### src/rtl/div_pkg.sv
// Shared widths, sideband word and saturation limits for the signed
// divider wrapper.
package div_pkg;

   localparam int Z_WIDTH = 48;
   localparam int D_WIDTH = Z_WIDTH / 2;
   localparam int LAT     = D_WIDTH + 1;

   localparam logic [D_WIDTH-1:0] Q_MAX =
      {1'b0, {(D_WIDTH-1){1'b1}}};
   localparam logic [D_WIDTH-1:0] Q_MIN =
      {1'b1, {(D_WIDTH-1){1'b0}}};

   // Flags that travel alongside an operand
   // while the divider works on it.
   typedef struct packed {
      logic v;
      logic neg;
      logic zneg;
      logic dz;
      logic povf;
   } side_t;

   function automatic logic [Z_WIDTH-1:0] abs_z(
      input logic [Z_WIDTH-1:0] x
   );
      return x[Z_WIDTH-1] ? (~x + Z_WIDTH'(1)) : x;
   endfunction

   function automatic logic [D_WIDTH-1:0] abs_d(
      input logic [D_WIDTH-1:0] x
   );
      return x[D_WIDTH-1] ? (~x + D_WIDTH'(1)) : x;
   endfunction

endpackage

### src/rtl/div_ctrl_if.sv
// Operand, result and divider-side signals of the signed
// divider wrapper.
interface div_ctrl_if;
   import div_pkg::*;

   logic               in_valid;
   logic               in_ready;
   logic [Z_WIDTH-1:0] in_z;
   logic [D_WIDTH-1:0] in_d;

   logic               out_valid;
   logic               out_ready;
   logic [D_WIDTH-1:0] out_q;
   logic               out_dz;
   logic               out_ovf;

   logic               div_ena;
   logic [Z_WIDTH-1:0] div_z;
   logic [D_WIDTH-1:0] div_d;
   logic [D_WIDTH-1:0] div_q;

   modport slave (
      input  in_valid,
      input  in_z,
      input  in_d,
      input  out_ready,
      input  div_q,
      output in_ready,
      output out_valid,
      output out_q,
      output out_dz,
      output out_ovf,
      output div_ena,
      output div_z,
      output div_d
   );

   modport master (
      output in_valid,
      output in_z,
      output in_d,
      output out_ready,
      output div_q,
      input  in_ready,
      input  out_valid,
      input  out_q,
      input  out_dz,
      input  out_ovf,
      input  div_ena,
      input  div_z,
      input  div_d
   );

endinterface

### src/rtl/div_ctrl_dly.sv
// Enable-gated sideband delay line, latency-matched to the
// pipelined divider.
module div_ctrl_dly
   import div_pkg::*;
#(
   parameter int N = LAT
) (
   input  logic  clk,
   input  logic  rst,
   input  logic  en,
   input  side_t din,
   output side_t dout
);

   side_t [N-1:0] line_q;
   side_t [N-1:0] line_d;

   always_comb begin
      line_d = line_q;
      if (en) begin
         line_d = {line_q[N-2:0], din};
      end
   end

   always_ff @(posedge clk or posedge rst) begin
      if (rst) begin
         line_q <= '0;
      end else begin
         line_q <= line_d;
      end
   end

   assign dout = line_q[N-1];

endmodule

### src/rtl/div_ctrl.sv
// Signed front/back end around the unsigned pipelined divider:
// magnitudes in, signed saturated truncating quotient out.
module div_ctrl
   import div_pkg::*;
(
   input  logic      clk,
   input  logic      rst,
   div_ctrl_if.slave bus
);

   logic               stall;
   logic               ena;
   logic [Z_WIDTH-1:0] mag_z;
   logic [D_WIDTH-1:0] mag_d;
   logic               dz;
   logic               povf;
   side_t              side_in;
   side_t              tail;

   logic               q_big;
   logic               sat;
   logic [D_WIDTH-1:0] q_sat;
   logic [D_WIDTH-1:0] q_neg;
   logic [D_WIDTH-1:0] q_o;
   logic               dz_o;
   logic               ovf_o;

   // The divider and the delay line share one
   // enable, so they stay aligned under stall.
   assign stall       = bus.out_valid & ~bus.out_ready;
   assign ena         = ~stall;
   assign bus.div_ena = ena;
   assign bus.in_ready = ena;

   always_comb begin
      mag_z = abs_z(bus.in_z);
      mag_d = abs_d(bus.in_d);
      dz    = (bus.in_d == '0);
      povf  = ~dz & ({1'b0, mag_z} >=
               {1'b0, mag_d, {D_WIDTH{1'b0}}});
      side_in = '{
         v:    bus.in_valid,
         neg:  bus.in_z[Z_WIDTH-1] ^ bus.in_d[D_WIDTH-1],
         zneg: bus.in_z[Z_WIDTH-1],
         dz:   dz,
         povf: povf
      };
   end

   assign bus.div_z = bus.in_valid ? mag_z : '0;
   assign bus.div_d = bus.in_valid ? mag_d : '0;

   div_ctrl_dly #(
      .N (LAT)
   ) u_dly (
      .clk  (clk),
      .rst  (rst),
      .en   (ena),
      .din  (side_in),
      .dout (tail)
   );

   always_comb begin
      q_sat = tail.neg ? Q_MIN : Q_MAX;
      q_big = tail.neg ? (bus.div_q > Q_MIN)
                       : (bus.div_q > Q_MAX);
      sat   = ~tail.dz & (tail.povf | q_big);
      q_neg = ~bus.div_q + D_WIDTH'(1);
      q_o   = '0;
      dz_o  = 1'b0;
      ovf_o = 1'b0;
      if (tail.v) begin
         unique case (1'b1)
            tail.dz: begin
               q_o  = tail.zneg ? Q_MIN : Q_MAX;
               dz_o = 1'b1;
            end
            sat: begin
               q_o   = q_sat;
               ovf_o = 1'b1;
            end
            default: begin
               q_o = tail.neg ? q_neg : bus.div_q;
            end
         endcase
      end
   end

   assign bus.out_valid = tail.v;
   assign bus.out_q     = q_o;
   assign bus.out_dz    = dz_o;
   assign bus.out_ovf   = ovf_o;

endmodule

### src/flat_wrapper.sv
// flat-port wrapper written by rule: the top's interface ports become plain ports
module div_ctrl_flat import div_pkg::*;
  (clk, rst, bus_in_valid, bus_in_z, bus_in_d, bus_out_ready, bus_div_q, bus_in_ready, bus_out_valid, bus_out_q, bus_out_dz, bus_out_ovf, bus_div_ena, bus_div_z, bus_div_d);
  div_ctrl_if bus_i ();
  input  logic clk;
  input  logic rst;
  input wire logic [$bits(bus_i.in_valid)-1:0] bus_in_valid;
  input wire logic [$bits(bus_i.in_z)-1:0] bus_in_z;
  input wire logic [$bits(bus_i.in_d)-1:0] bus_in_d;
  input wire logic [$bits(bus_i.out_ready)-1:0] bus_out_ready;
  input wire logic [$bits(bus_i.div_q)-1:0] bus_div_q;
  output wire logic [$bits(bus_i.in_ready)-1:0] bus_in_ready;
  output wire logic [$bits(bus_i.out_valid)-1:0] bus_out_valid;
  output wire logic [$bits(bus_i.out_q)-1:0] bus_out_q;
  output wire logic [$bits(bus_i.out_dz)-1:0] bus_out_dz;
  output wire logic [$bits(bus_i.out_ovf)-1:0] bus_out_ovf;
  output wire logic [$bits(bus_i.div_ena)-1:0] bus_div_ena;
  output wire logic [$bits(bus_i.div_z)-1:0] bus_div_z;
  output wire logic [$bits(bus_i.div_d)-1:0] bus_div_d;
  assign bus_i.in_valid = bus_in_valid;
  assign bus_i.in_z = bus_in_z;
  assign bus_i.in_d = bus_in_d;
  assign bus_i.out_ready = bus_out_ready;
  assign bus_i.div_q = bus_div_q;
  assign bus_in_ready = bus_i.in_ready;
  assign bus_out_valid = bus_i.out_valid;
  assign bus_out_q = bus_i.out_q;
  assign bus_out_dz = bus_i.out_dz;
  assign bus_out_ovf = bus_i.out_ovf;
  assign bus_div_ena = bus_i.div_ena;
  assign bus_div_z = bus_i.div_z;
  assign bus_div_d = bus_i.div_d;
  div_ctrl u_core (.clk(clk), .rst(rst), .bus(bus_i));
endmodule
### config.mk
export PLATFORM = sky130hd
export DESIGN_NAME = div_ctrl_flat
export DESIGN_NICKNAME = d
export VERILOG_FILES = /design/src/rtl/div_pkg.sv /design/src/rtl/div_ctrl_if.sv /design/src/rtl/div_ctrl_dly.sv /design/src/rtl/div_ctrl.sv /design/src/flat_wrapper.sv
export SDC_FILE = /design/constraint.sdc
export NUM_CORES = 1
export LEC_CHECK = 0
export ABC_AREA = 1
export BUFFER_PORTS_ARGS = -buffer_cell sky130_fd_sc_hd__buf_2
export CAP_MARGIN = 20
export CORE_UTILIZATION = 51
export DETAILED_ROUTE_END_ITERATION = 16
export GPL_ROUTABILITY_DRIVEN = 0
export MAX_ROUTING_LAYER = met4
export PLACE_DENSITY = 0.73
export SYNTH_ARGS = -nofsm -noshare
export SYNTH_HDL_FRONTEND = slang
export SYNTH_SLANG_ARGS = --single-unit
### constraint.sdc
create_clock -name clk -period 8.03 [get_ports clk]
set_input_delay 0.4015 -clock clk [delete_from_list [all_inputs] [get_ports clk]]
set_output_delay 0.4015 -clock clk [all_outputs]
set_load 0.005 [all_outputs]
==> results.md, run 1 <==
* Seq/Total Area, Yosys at 36.8%
* WL final at 21,800 µm
* CP arrival at 2.95 ns
* Hold Vio Cnt, Final at 0
* Syn Nets at 1,406
* Final antenna-violating net count at 0
* Setup violators final at 0
* Leakage at 5.76 nW
* DR vias at 8,533
* PwrDens at 251 mW/mm²
* Synthesized area at 0.00850 mm²
* Placement Cell Area at 0.00960 mm²
* Combinational share of power at 31.9%
* DRC violations left at 0
* NetSw at 0.938 mW
* Max Clock Freq at 298 MHz
* # hold bufs at CTS at 0
* DP HPWL at 16,300 µm
* Share of post-route cells with drive strength above 1 at 18.5%
* Critical path class: reg -> out
* Skew final at 0.0137 ns
* Cts repair resizes at 0
* Fin Setup TNS at 0 ns
* Reg clk slew, reported paths at 0.06 ns
* Fin crit share at 41.8%
* Vias/cell at 5.06
* Sequential Power Share at 39.6%
* Vias in the first global route at 7,572
* Asr flop ratio synth at 100%
* CTS Buf Count at 17
* Area grow syn2layout at 20.1%
* First-pass GRT wire length at 35,300 µm
* Setup Fix Bufs, Post-CTS at 0
* Fin crit period at 3.36 ns
* Wire per inst at 12.9 µm
* Synth Register Bits at 125
* Die Y at 131 µm
* Crit path capture type: primary output
* Slew Limit Headroom at 36.9%
* RSZ-0062 raised after global routing: false
* CTS tree: built
* Post-route insts no fill at 1,686
* Crit Path Max Fanout at 62
* Post-synth EDFFs at 0
* Largest net degree at the start of global routing at 82
* Max cap viols at 0
* Critical Path Start Type: flop
* Mapped Cells at 1,279
* Die width at 131 µm
* Pwr Total at 2.56 mW
* Num Clock Sinks at 125
* Hold Crit Class: in -> async
* H-tree depth at 4
* YS warnings at 0
* Max Buffers Root-to-Sink at 2
* Root Buffer: clkbuf_16
* Distinct cells, synth at 42
* Worst slew pin tran at 0.944 ns
* # IOs at 201
* Initial core utilization at 52.9%
* TritonRoute pass-1 iters at 5
* Slew Limit Fails at 0
* Clock Latency Late Sink at 0.41 ns
* Clock power share at 28.4%
* Core area at 0.0161 mm²
* Final net count at 1,582
* Num rows at 46
* Final instance area at 0.0102 mm²
* Fillers at 1,457
* DIE AREA at 0.0172 mm²
* Total track usage at 26.8%
* Initial antenna violation count at 2
* Switching Fraction at 36.6%
* Avg Inst Size Synth at 6.64 µm²
* Top_reg_cell synth: dfrtp_1
* Grt ovf at 0
* Placed Instances at 1,651
* Internal power at 1.62 mW
* Iter 0 DRT Violations at 640
* Maximum vdd drop at 190 µV
* WP data required at 7.63 ns
* Outcome: finished clean
* Port bufs at 200
[per-layer routing]
| layer | wire (µm) | global-route usage [%] | vias up | part of all wire (%) |
|---|---|---|---|---|
| li1 | - | - | 4316 | - |
| met1 | 9630 | 33.9 | 3880 | 44 |
| met2 | 10300 | 43.8 | 297 | 47 |
| met3 | 1340 | 3.90 | 40 | 6.1 |
| met4 | 562 | 9.47 | 0 | 2.6 |
| met5 | 0 | - | - | 0 |
[cells by family after synthesis]
logic type	count (synthesis)	synth area share, %
simple gates	765	36.9
buf+inv	184	8.38
flops	125	36.8
compound gates	113	7.25
xor+xnor	65	6.70
fa+ha+maj	27	3.98
[worst max-delay path, stage by stage, from the launching register on]
cell      delay [ns]
dfrtp_1         0.43
inv_1           0.11
nor2_4          0.72
clkinv_2        0.90
buf_2           0.37
[through the flow]
step,hold WS [ns],util (%),setup slack (ns)
3_3_place_gp,0.448,59.8,4.69
2_1_floorplan,0.440,-,4.30
3_5_place_dp,0.452,59.8,4.64
6_report,0.169,63.5,4.67
4_1_cts,0.192,63.4,4.59
5_1_grt,0.251,63.5,4.37
[area by class of cell]
class | instances | area [µm²] | share of cell area (%)
multi-input cells | 970 | 4660 | 45.7
diodes | 2 | 5.00 | 0.0490
well taps | 216 | 270 | 2.65
inverters | 137 | 518 | 5.08
clock inverters | 15 | 151 | 1.48
repair buffers | 204 | 1040 | 10.2
clock buffers | 17 | 425 | 4.17
flip-flops and latches | 125 | 3130 | 30.7
[layout by cell type, fill, tap and decap left out, drive strengths merged, types with 2 or more instances in the layout]
cell type,n
a211oi,2
a21oi,43
and2,4
buf,204
clkbuf,17
clkinv,9
dfrtp,125
diode,2
ha,27
inv,141
nand2,478
nand3,36
nand3b,8
nand4,15
nor2,192
nor3,14
nor4,11
o21ai,61
or2,5
xnor2,17
xor2,48
[final timing paths]
path | cells past startpoint | end | slack [ns] | from
setup / recovery | 4 | bus_in_ready | 4.67 | u_core.u_dly.dout[4]$_DFFE_PP0N_
hold / removal | 2 | u_core.u_dly.line_q[43]$_DFFE_PP0N_ | 0.17 | rst
setup reg to reg | 8 | u_core.u_dly.line_q[0]$_DFFE_PP0N_ | 4.80 | u_core.u_dly.dout[4]$_DFFE_PP0N_
hold reg to reg | 2 | u_core.u_dly.line_q[102]$_DFFE_PP0N_ | 0.46 | u_core.u_dly.line_q[97]$_DFFE_PP0N_
max in group asynchronous | 3 | u_core.u_dly.line_q[55]$_DFFE_PP0N_ | 6.65 | rst
min in group clk | 4 | u_core.u_dly.line_q[79]$_DFFE_PP0N_ | 0.45 | bus_out_ready
[registers in the layout (all words and copies together) (netlist names)]
register	flops
u_core.u_dly.line_q	120
u_core.u_dly.dout	5
[Yosys cell counts, types with 2 or more instances]
| cell type | count | area share (%) |
|---|---|---|
| ha_1 | 27 | 4.0 |
| buf_6 | 2 | 0.27 |
| nor3_1 | 12 | 0.71 |
| nand2_1 | 475 | 21 |
| nor2_1 | 187 | 8.3 |
| o21ai_1 | 4 | 0.24 |
| xnor2_1 | 17 | 1.8 |
| nand3b_1 | 8 | 0.71 |
| clkinv_1 | 3 | 0.13 |
| inv_2 | 6 | 0.27 |
| and2_1 | 4 | 0.29 |
| nor4_1 | 11 | 0.81 |
| buf_1 | 3 | 0.13 |
| nor2_2 | 5 | 0.37 |
| nand3_1 | 32 | 1.9 |
| xor2_1 | 48 | 4.9 |
| clkbuf_1 | 39 | 1.7 |
| nand4_1 | 15 | 1.1 |
| nor3_2 | 2 | 0.24 |
| a211oi_1 | 2 | 0.18 |
| inv_1 | 128 | 5.7 |
| o21ai_0 | 56 | 3.3 |
| nand3_2 | 3 | 0.35 |
| buf_2 | 2 | 0.12 |
| dfrtp_1 | 125 | 37 |
| a21oi_2 | 4 | 0.41 |
| nand2_4 | 2 | 0.27 |
| a21oi_1 | 39 | 2.3 |
| or2_2 | 5 | 0.37 |
[power groups by stage]
stage                     Sequential (mW)  Clock, mW  Combinational (mW)
final                                1.02      0.728               0.818
after global routing                 1.05      0.767               0.950
after CTS                            1.02      0.740               0.829
after detailed placement             1.02          0               0.819
after global placement               1.02          0               0.800
after floorplan                     0.990          0               0.609
(Power assumes the default switching activity.)
==> inputs of run 2 (changes only) <==
- clock period: 8.03 -> 3.4 ns (I/O delays scaled with it)
==> run 2 against run 1 <==
Effect of this change: core utilization grew 0.84 points; cell count grew 0.59%; wire length grew 2.8%; first-iteration DRC count grew 8.0%; non-clock buffer count grew 10; register-to-register slack lost 3.7 ns; clock-buffer cell count grew 5; hold slack lost 0.060 ns; clock power grew to 2.5 times the previous value; global-route usage grew 0.90 points; critical path depth grew 16; worst setup slack lost 4.2 ns; critical path type is now in -> reg.
==> results.md, run 2 (synthesis gave the netlist of run 1 again) <==
* Fin crit share at 85.4%
* GR Util met3 at 6.21% (was 3.90%)
* Critical path class: in -> reg (was reg -> out)
* Cell mode on critical path: nand2_1
* Iter 0 DRT Violations at 691 (was 640)
* Fin Setup TNS at 0 ns (unchanged)
* Crit Path Max Fanout at 3 (was 62)
* Vias/cell at 5.08 (was 5.06)
* Slowest stage cell, crit path: ha_1 (was clkinv_2)
* Pwr Total at 6.21 mW (was 2.56 mW)
* Largest net degree at the start of global routing at 109 (was 82)
* Cts repair resizes at 0 (unchanged)
* Vias in the first global route at 7,805 (was 7,572)
* Max Clock Freq at 344 MHz
* TritonRoute pass-1 iters at 7 (was 5)
* # IOs at 201 (unchanged)
* Die Y at 131 µm (unchanged)
* Slew Limit Fails at 0 (unchanged)
* Core area at 0.0161 mm² (unchanged)
* PwrDens at 600 mW/mm² (was 251 mW/mm²)
* R2R depth at 6 (was 8)
* Share of post-route cells with drive strength above 1 at 18.9% (was 18.5%)
* Maximum vdd drop at 343 µV (was 190 µV)
* Slew Limit Headroom at 32.7% (was 36.9%)
* Worst hold path depth at 4
* CTS Buf Count at 17 (unchanged)
* Stages on worst setup path at 20 (was 4)
* H-tree depth at 4 (unchanged)
* Met1 usage at 33.9% (about the same)
* Hold Crit Class: in -> reg (was in -> async)
* WL final at 22,400 µm (was 21,800 µm)
* Worst slew pin tran at 1.01 ns (was 0.944 ns)
* Num Clock Sinks at 125 (unchanged)
* Critical Path Start Type: input pin (was flop)
* Critical path's largest stage delay at 0.29 ns (was 0.90 ns)
* Total track usage at 27.7% (was 26.8%)
* Num rows at 46 (unchanged)
* Fillers at 1,478 (was 1,457)
* Die width at 131 µm (unchanged)
* Most frequent cells in the layout: nand2_1, buf_2, nor2_1 (unchanged)
* Leakage at 5.82 nW (was 5.76 nW)
* Critical-path cell list: buf_2 -> nor2_1 -> nand2_1 -> nor2_1 -> nand3_1 -> nor2_1 -> inv_1 -> o21ai_1 -> o21ai_0 -> xor2_1 -> ha_1 -> a21oi_1 -> o21ai_0 -> nor2b_1 -> o21bai_1 -> o2111ai_1 -> a21oi_1 -> nand2_1 -> nand2_1 -> nand2_1 (was inv_1 -> nor2_4 -> clkinv_2 -> buf_2)
* Top reg by flops: u_core.u_dly.line_q (unchanged)
* Grt ovf at 0 (unchanged)
* CP top delay family: simple AND/OR/NAND/NOR gates (was buffers and inverters)
* WP data required at 3.70 ns (was 7.63 ns)
* Wire per inst at 13.2 µm (was 12.9 µm)
* Root Buffer: clkbuf_16 (unchanged)
* Max reg flops at 120 (unchanged)
* Worst Path Buf+Inv at 2 (was 3)
* DR vias at 8,617 (was 8,533)
* Final antenna-violating net count at 0 (unchanged)
* M2 GR Usage at 44.7% (was 43.8%)
* Skew final at 0.00455 ns (was 0.0137 ns)
* Fin crit period at 2.90 ns
* Initial antenna violation count at 2 (unchanged)
* Reg clk slew, reported paths at 0.05 ns (was 0.06 ns)
* Hold Vio Cnt, Final at 0 (unchanged)
* Final net count at 1,592 (was 1,582)
* Crit path capture type: flop (was primary output)
* Setup violators final at 0 (unchanged)
* DP HPWL at 16,700 µm (was 16,300 µm)
* Initial core utilization at 52.9% (unchanged)
* First-pass GRT wire length at 36,200 µm (was 35,300 µm)
* CTS tree: built (unchanged)
* RSZ-0062 raised after global routing: false (unchanged)
* DRC violations left at 0 (unchanged)
* Most common cell after layout, fill and taps aside: nand2_1 (unchanged)
* Outcome: finished clean (unchanged)
* Clock Latency Late Sink at 0.41 ns (about the same)
* CP arrival at 3.20 ns (was 2.95 ns)
* Placement Cell Area at 0.00968 mm² (was 0.00960 mm²)
* Final instance area at 0.0103 mm² (was 0.0102 mm²)
* Max Buffers Root-to-Sink at 2 (unchanged)
* Port bufs at 200 (unchanged)
* Area grow syn2layout at 21.7% (was 20.1%)
* DIE AREA at 0.0172 mm² (unchanged)
* Top Usage Layer GRT: met2 (unchanged)
* Max cap viols at 0 (unchanged)
[run 2: cell types whose count changed in the layout (fill, tap and decap cells not counted)]
cell / previous run / this run
bufinv_16: 1 / 3
inv_6: 7 / 0
clkinv_2: 1 / 4
clkinvlp_4: 1 / 4
clkbuf_8: 0 / 4
dlygate4sd3_1: 0 / 1
inv_4: 1 / 0
buf_12: 1 / 2
buf_4: 3 / 11
clkinv_4: 6 / 1
clkbuf_1: 0 / 1
[run 2: what timing repair did]
action,4_1_cts,5_1_grt
hold buffers,1,0
endpoints found under the setup margin,0,0
buffers inserted,0,0
hold endpoints to repair,39,0
[run 2: tightest hold or removal path, cell delays in order]
cell,delay [ns]
buf_2,0.10
nor2_4,0.09
nand2_1,0.07
nand2_1,0.04
[run 2: path summary, 6_finish.rpt]
kind                                                startpoint                              endpoint  slack (ns)
min                                              bus_out_ready   u_core.u_dly.line_q[76]$_DFFE_PP0N_        0.11
min in group asynchronous                                  rst  u_core.u_dly.line_q[101]$_DFFE_PP0N_        0.50
max                                                bus_in_z[2]    u_core.u_dly.line_q[0]$_DFFE_PP0N_        0.50
max in group asynchronous                                  rst   u_core.u_dly.line_q[28]$_DFFE_PP0N_        2.12
min reg2reg                u_core.u_dly.line_q[35]$_DFFE_PP0N_   u_core.u_dly.line_q[40]$_DFFE_PP0N_        0.46
max reg2reg                   u_core.u_dly.dout[4]$_DFFE_PP0N_      u_core.u_dly.dout[1]$_DFFE_PP0N_        1.08
[run 2: power by group]
part,switching [mW],internal (mW)
Clock,0.624,1.23
Combinational,1.21,0.744
Sequential,0.319,2.08
[run 2: cell type report]
| cell class | instances | area (µm²) | area share (%) |
|---|---|---|---|
| Multi-Input combinational cell | 970 | 4660 | 45.1 |
| Sequential cell | 125 | 3130 | 30.3 |
| Timing Repair Buffer | 214 | 1130 | 11.0 |
| Inverter | 137 | 519 | 5.02 |
| Clock buffer | 22 | 484 | 4.68 |
| Tap cell | 216 | 270 | 2.61 |
| Clock inverter | 10 | 136 | 1.32 |
| Antenna cell | 2 | 5.00 | 0.0484 |
[run 2: per-layer routing]
metal	vias up	wire length (µm)
li1	4345	-
met1	3925	9590
met2	300	10600
met3	47	1660
met4	0	580
met5	-	0
[run 2: through the flow]
stage          util (%)  instances  hold WS [ns]  worst slack [ns]
5_1_grt            64.4       1696         0.115             0.313
3_3_place_gp       60.3       1660         0.391             0.419
2_1_floorplan         -       1279         0.412             0.859
3_5_place_dp       60.3       1660         0.393             0.217
6_report           64.4       1696         0.109             0.496
4_1_cts            64.2       1693        0.0895             0.611
==> inputs of run 3 (changes only) <==
- MAX_ROUTING_LAYER: met4 -> default
- clock period: 3.4 -> 3.2 ns (I/O delays scaled with it)
==> run 3 against run 2 <==
Effect of this change: core utilization up 0.34 points; worst setup slack worse by 0.083 ns; largest power group unchanged; highest routed layer unchanged; wire length down 1.3%; critical endpoint unchanged; largest cell class unchanged; sequential power up 7%; non-clock buffer count up 4.
==> results.md, run 3 (synthesis gave the netlist of run 1 again) <==
* Vias in the first global route at 7,586 (was 7,805)
* Skew final at 0.00537 ns (was 0.00455 ns)
* Leakage at 5.86 nW (was 5.82 nW)
* Setup violators final at 0 (unchanged)
* Switching Fraction at 34.7% (about the same)
* RSZ-0062 raised after global routing: false (unchanged)
* Total track usage at 26.4% (was 27.7%)
* Vias/cell at 5.02 (was 5.08)
* Final net count at 1,596 (was 1,592)
* Initial core utilization at 52.9% (unchanged)
* Top reg by flops: u_core.u_dly.line_q (unchanged)
* Fillers at 1,454 (was 1,478)
* Initial antenna violation count at 2 (unchanged)
* Largest net degree at the start of global routing at 68 (was 109)
* Share of post-route cells with drive strength above 1 at 19.2% (was 18.9%)
* Fin crit share at 87.1%
* Area grow syn2layout at 22.4% (was 21.7%)
* Max reg flops at 120 (unchanged)
* Crit path capture type: flop (unchanged)
* H-tree depth at 4 (unchanged)
* Maximum vdd drop at 436 µV (was 343 µV)
* WL final at 22,200 µm (was 22,400 µm)
* Fin crit period at 2.79 ns
* Reg clk slew, reported paths at 0.06 ns (was 0.05 ns)
* Most frequent cells in the layout: nand2_1, buf_2, nor2_1 (unchanged)
* NetSw at 2.34 mW (was 2.16 mW)
* Final setup margin at 0.413 ns (was 0.496 ns)
* Worst slew pin tran at 0.900 ns (was 1.01 ns)
* Grt ovf at 0 (unchanged)
* First-pass GRT wire length at 35,700 µm (was 36,200 µm)
* DIE AREA at 0.0172 mm² (unchanged)
* Slew Limit Fails at 0 (unchanged)
* Iter 0 DRT Violations at 547 (was 691)
* Final antenna-violating net count at 0 (unchanged)
* Port bufs at 200 (unchanged)
* Dpl ws at 0.152 ns (was 0.217 ns)
* Outcome: finished clean (unchanged)
* Setup Fix Bufs, Post-CTS at 0 (unchanged)
* Wire per inst at 13.0 µm (was 13.2 µm)
* PwrDens at 647 mW/mm² (was 600 mW/mm²)
* # IOs at 201 (unchanged)
* Max cap viols at 0 (unchanged)
* CP arrival at 3.09 ns (was 3.20 ns)
* Hold Vio Cnt, Final at 0 (unchanged)
* Slew Limit Headroom at 39.9% (was 32.7%)
* Die width at 131 µm (unchanged)
* Critical path class: in -> reg (unchanged)
* Critical Path Start Type: input pin (unchanged)
* TritonRoute pass-1 iters at 5 (was 7)
* Crit Path Max Fanout at 3 (unchanged)
* Die Y at 131 µm (unchanged)
* Clock power share at 30.7% (was 29.8%)
* Most common cell after layout, fill and taps aside: nand2_1 (unchanged)
* Max Buffers Root-to-Sink at 2 (unchanged)
* Max Clock Freq at 359 MHz
* Combinational share of power at 31.1% (was 31.5%)
* Fin Setup TNS at 0 ns (unchanged)
* Num rows at 46 (unchanged)
* WP data required at 3.50 ns (was 3.70 ns)
* CTS Buf Count at 17 (unchanged)
* Hold Crit Class: in -> reg (unchanged)
* DRC violations left at 0 (unchanged)
* Core area at 0.0161 mm² (unchanged)
* Cts repair resizes at 0 (unchanged)
* Internal power at 4.39 mW (was 4.05 mW)
* Min Hold Slack at 0.202 ns (was 0.109 ns)
* Clock Latency Late Sink at 0.41 ns (about the same)
* Sequential Power Share at 38.2% (was 38.6%)
* CTS tree: built (unchanged)
* DR vias at 8,533 (was 8,617)
* DP HPWL at 16,700 µm (about the same)
* Root Buffer: clkbuf_16 (unchanged)
* Num Clock Sinks at 125 (unchanged)
[run 3: cell types whose count changed in the layout (fill, tap and decap cells not counted)]
cell | before | now
buf_4 | 11 | 15
bufinv_16 | 3 | 5
clkbuf_1 | 1 | 0
clkbuf_8 | 4 | 0
clkinv_2 | 4 | 5
clkinv_4 | 1 | 3
clkinvlp_4 | 4 | 3
inv_6 | 0 | 1
[run 3: layout make-up]
type,instances,area (µm²),area share (%)
Clock inverter,15,220,2.12
Clock buffer,17,425,4.09
Antenna cell,2,5.00,0.0481
Multi-Input combinational cell,970,4660,44.9
Tap cell,216,270,2.60
Timing Repair Buffer,218,1160,11.2
Sequential cell,125,3130,30.1
Inverter,137,519,5.00
[run 3: layer usage]
metal | vias up | GRT usage (%) | routed length [µm]
met5 | - | 0 | 0
met4 | 0 | 9.53 | 507
met3 | 33 | 6.01 | 1640
met2 | 301 | 43.9 | 10400
met1 | 3861 | 33.5 | 9600
li1 | 4338 | - | -
[run 3: metrics by stage]
stage               total power [mW]  util [%]  instances  instance area, µm²
CTS                             6.77      64.6       1697               10400
detailed placement              4.66      60.5       1664                9710
global route                    7.23      64.7       1700               10400
finish                          6.73      64.7       1700               10400
floorplan                       4.01         -       1279                8500
global placement                4.59      60.5       1664                9710
[run 3: path summary, 6_finish.rpt]
path	from	endpoint	slack (ns)	cells past startpoint
worst max register to register	u_core.u_dly.dout[4]$_DFFE_PP0N_	u_core.u_dly.line_q[96]$_DFFE_PP0N_	1.06	5
worst min-delay path	bus_in_valid	u_core.u_dly.line_q[4]$_DFFE_PP0N_	0.20	3
worst min register to register	u_core.u_dly.line_q[67]$_DFFE_PP0N_	u_core.u_dly.line_q[72]$_DFFE_PP0N_	0.46	2
min in group asynchronous	rst	u_core.u_dly.line_q[109]$_DFFE_PP0N_	0.49	3
max in group asynchronous	rst	u_core.u_dly.line_q[116]$_DFFE_PP0N_	1.90	4
worst max-delay path	bus_in_z[6]	u_core.u_dly.line_q[0]$_DFFE_PP0N_	0.41	20
[run 3: worst max-delay path, cell delays in order]
cell	delay, ns
buf_2	0.12
nor2_1	0.19
nand2_1	0.11
nor2_1	0.21
nand3_1	0.19
nor2_1	0.18
inv_1	0.07
o21ai_1	0.22
o21ai_0	0.15
xor2_1	0.25
ha_1	0.29
a21oi_1	0.16
o21ai_0	0.09
nor2b_1	0.13
o21bai_1	0.14
o2111ai_1	0.13
a21oi_1	0.13
nand2_1	0.07
nand2_1	0.05
nand2_1	0.04
[run 3: power by group through the flow]
stage	clock [mW]	sequential, mW	combinational [mW]
after floorplan	0	2.49	1.53
after global placement	0	2.56	2.03
after detailed placement	0	2.58	2.08
after CTS	2.10	2.57	2.11
after global routing	2.16	2.65	2.42
final	2.07	2.57	2.09
[run 3: timing repair]
action,CTS,global route
hold endpoints to repair,40,0
endpoints found under the setup margin,0,0
hold buffers,1,0
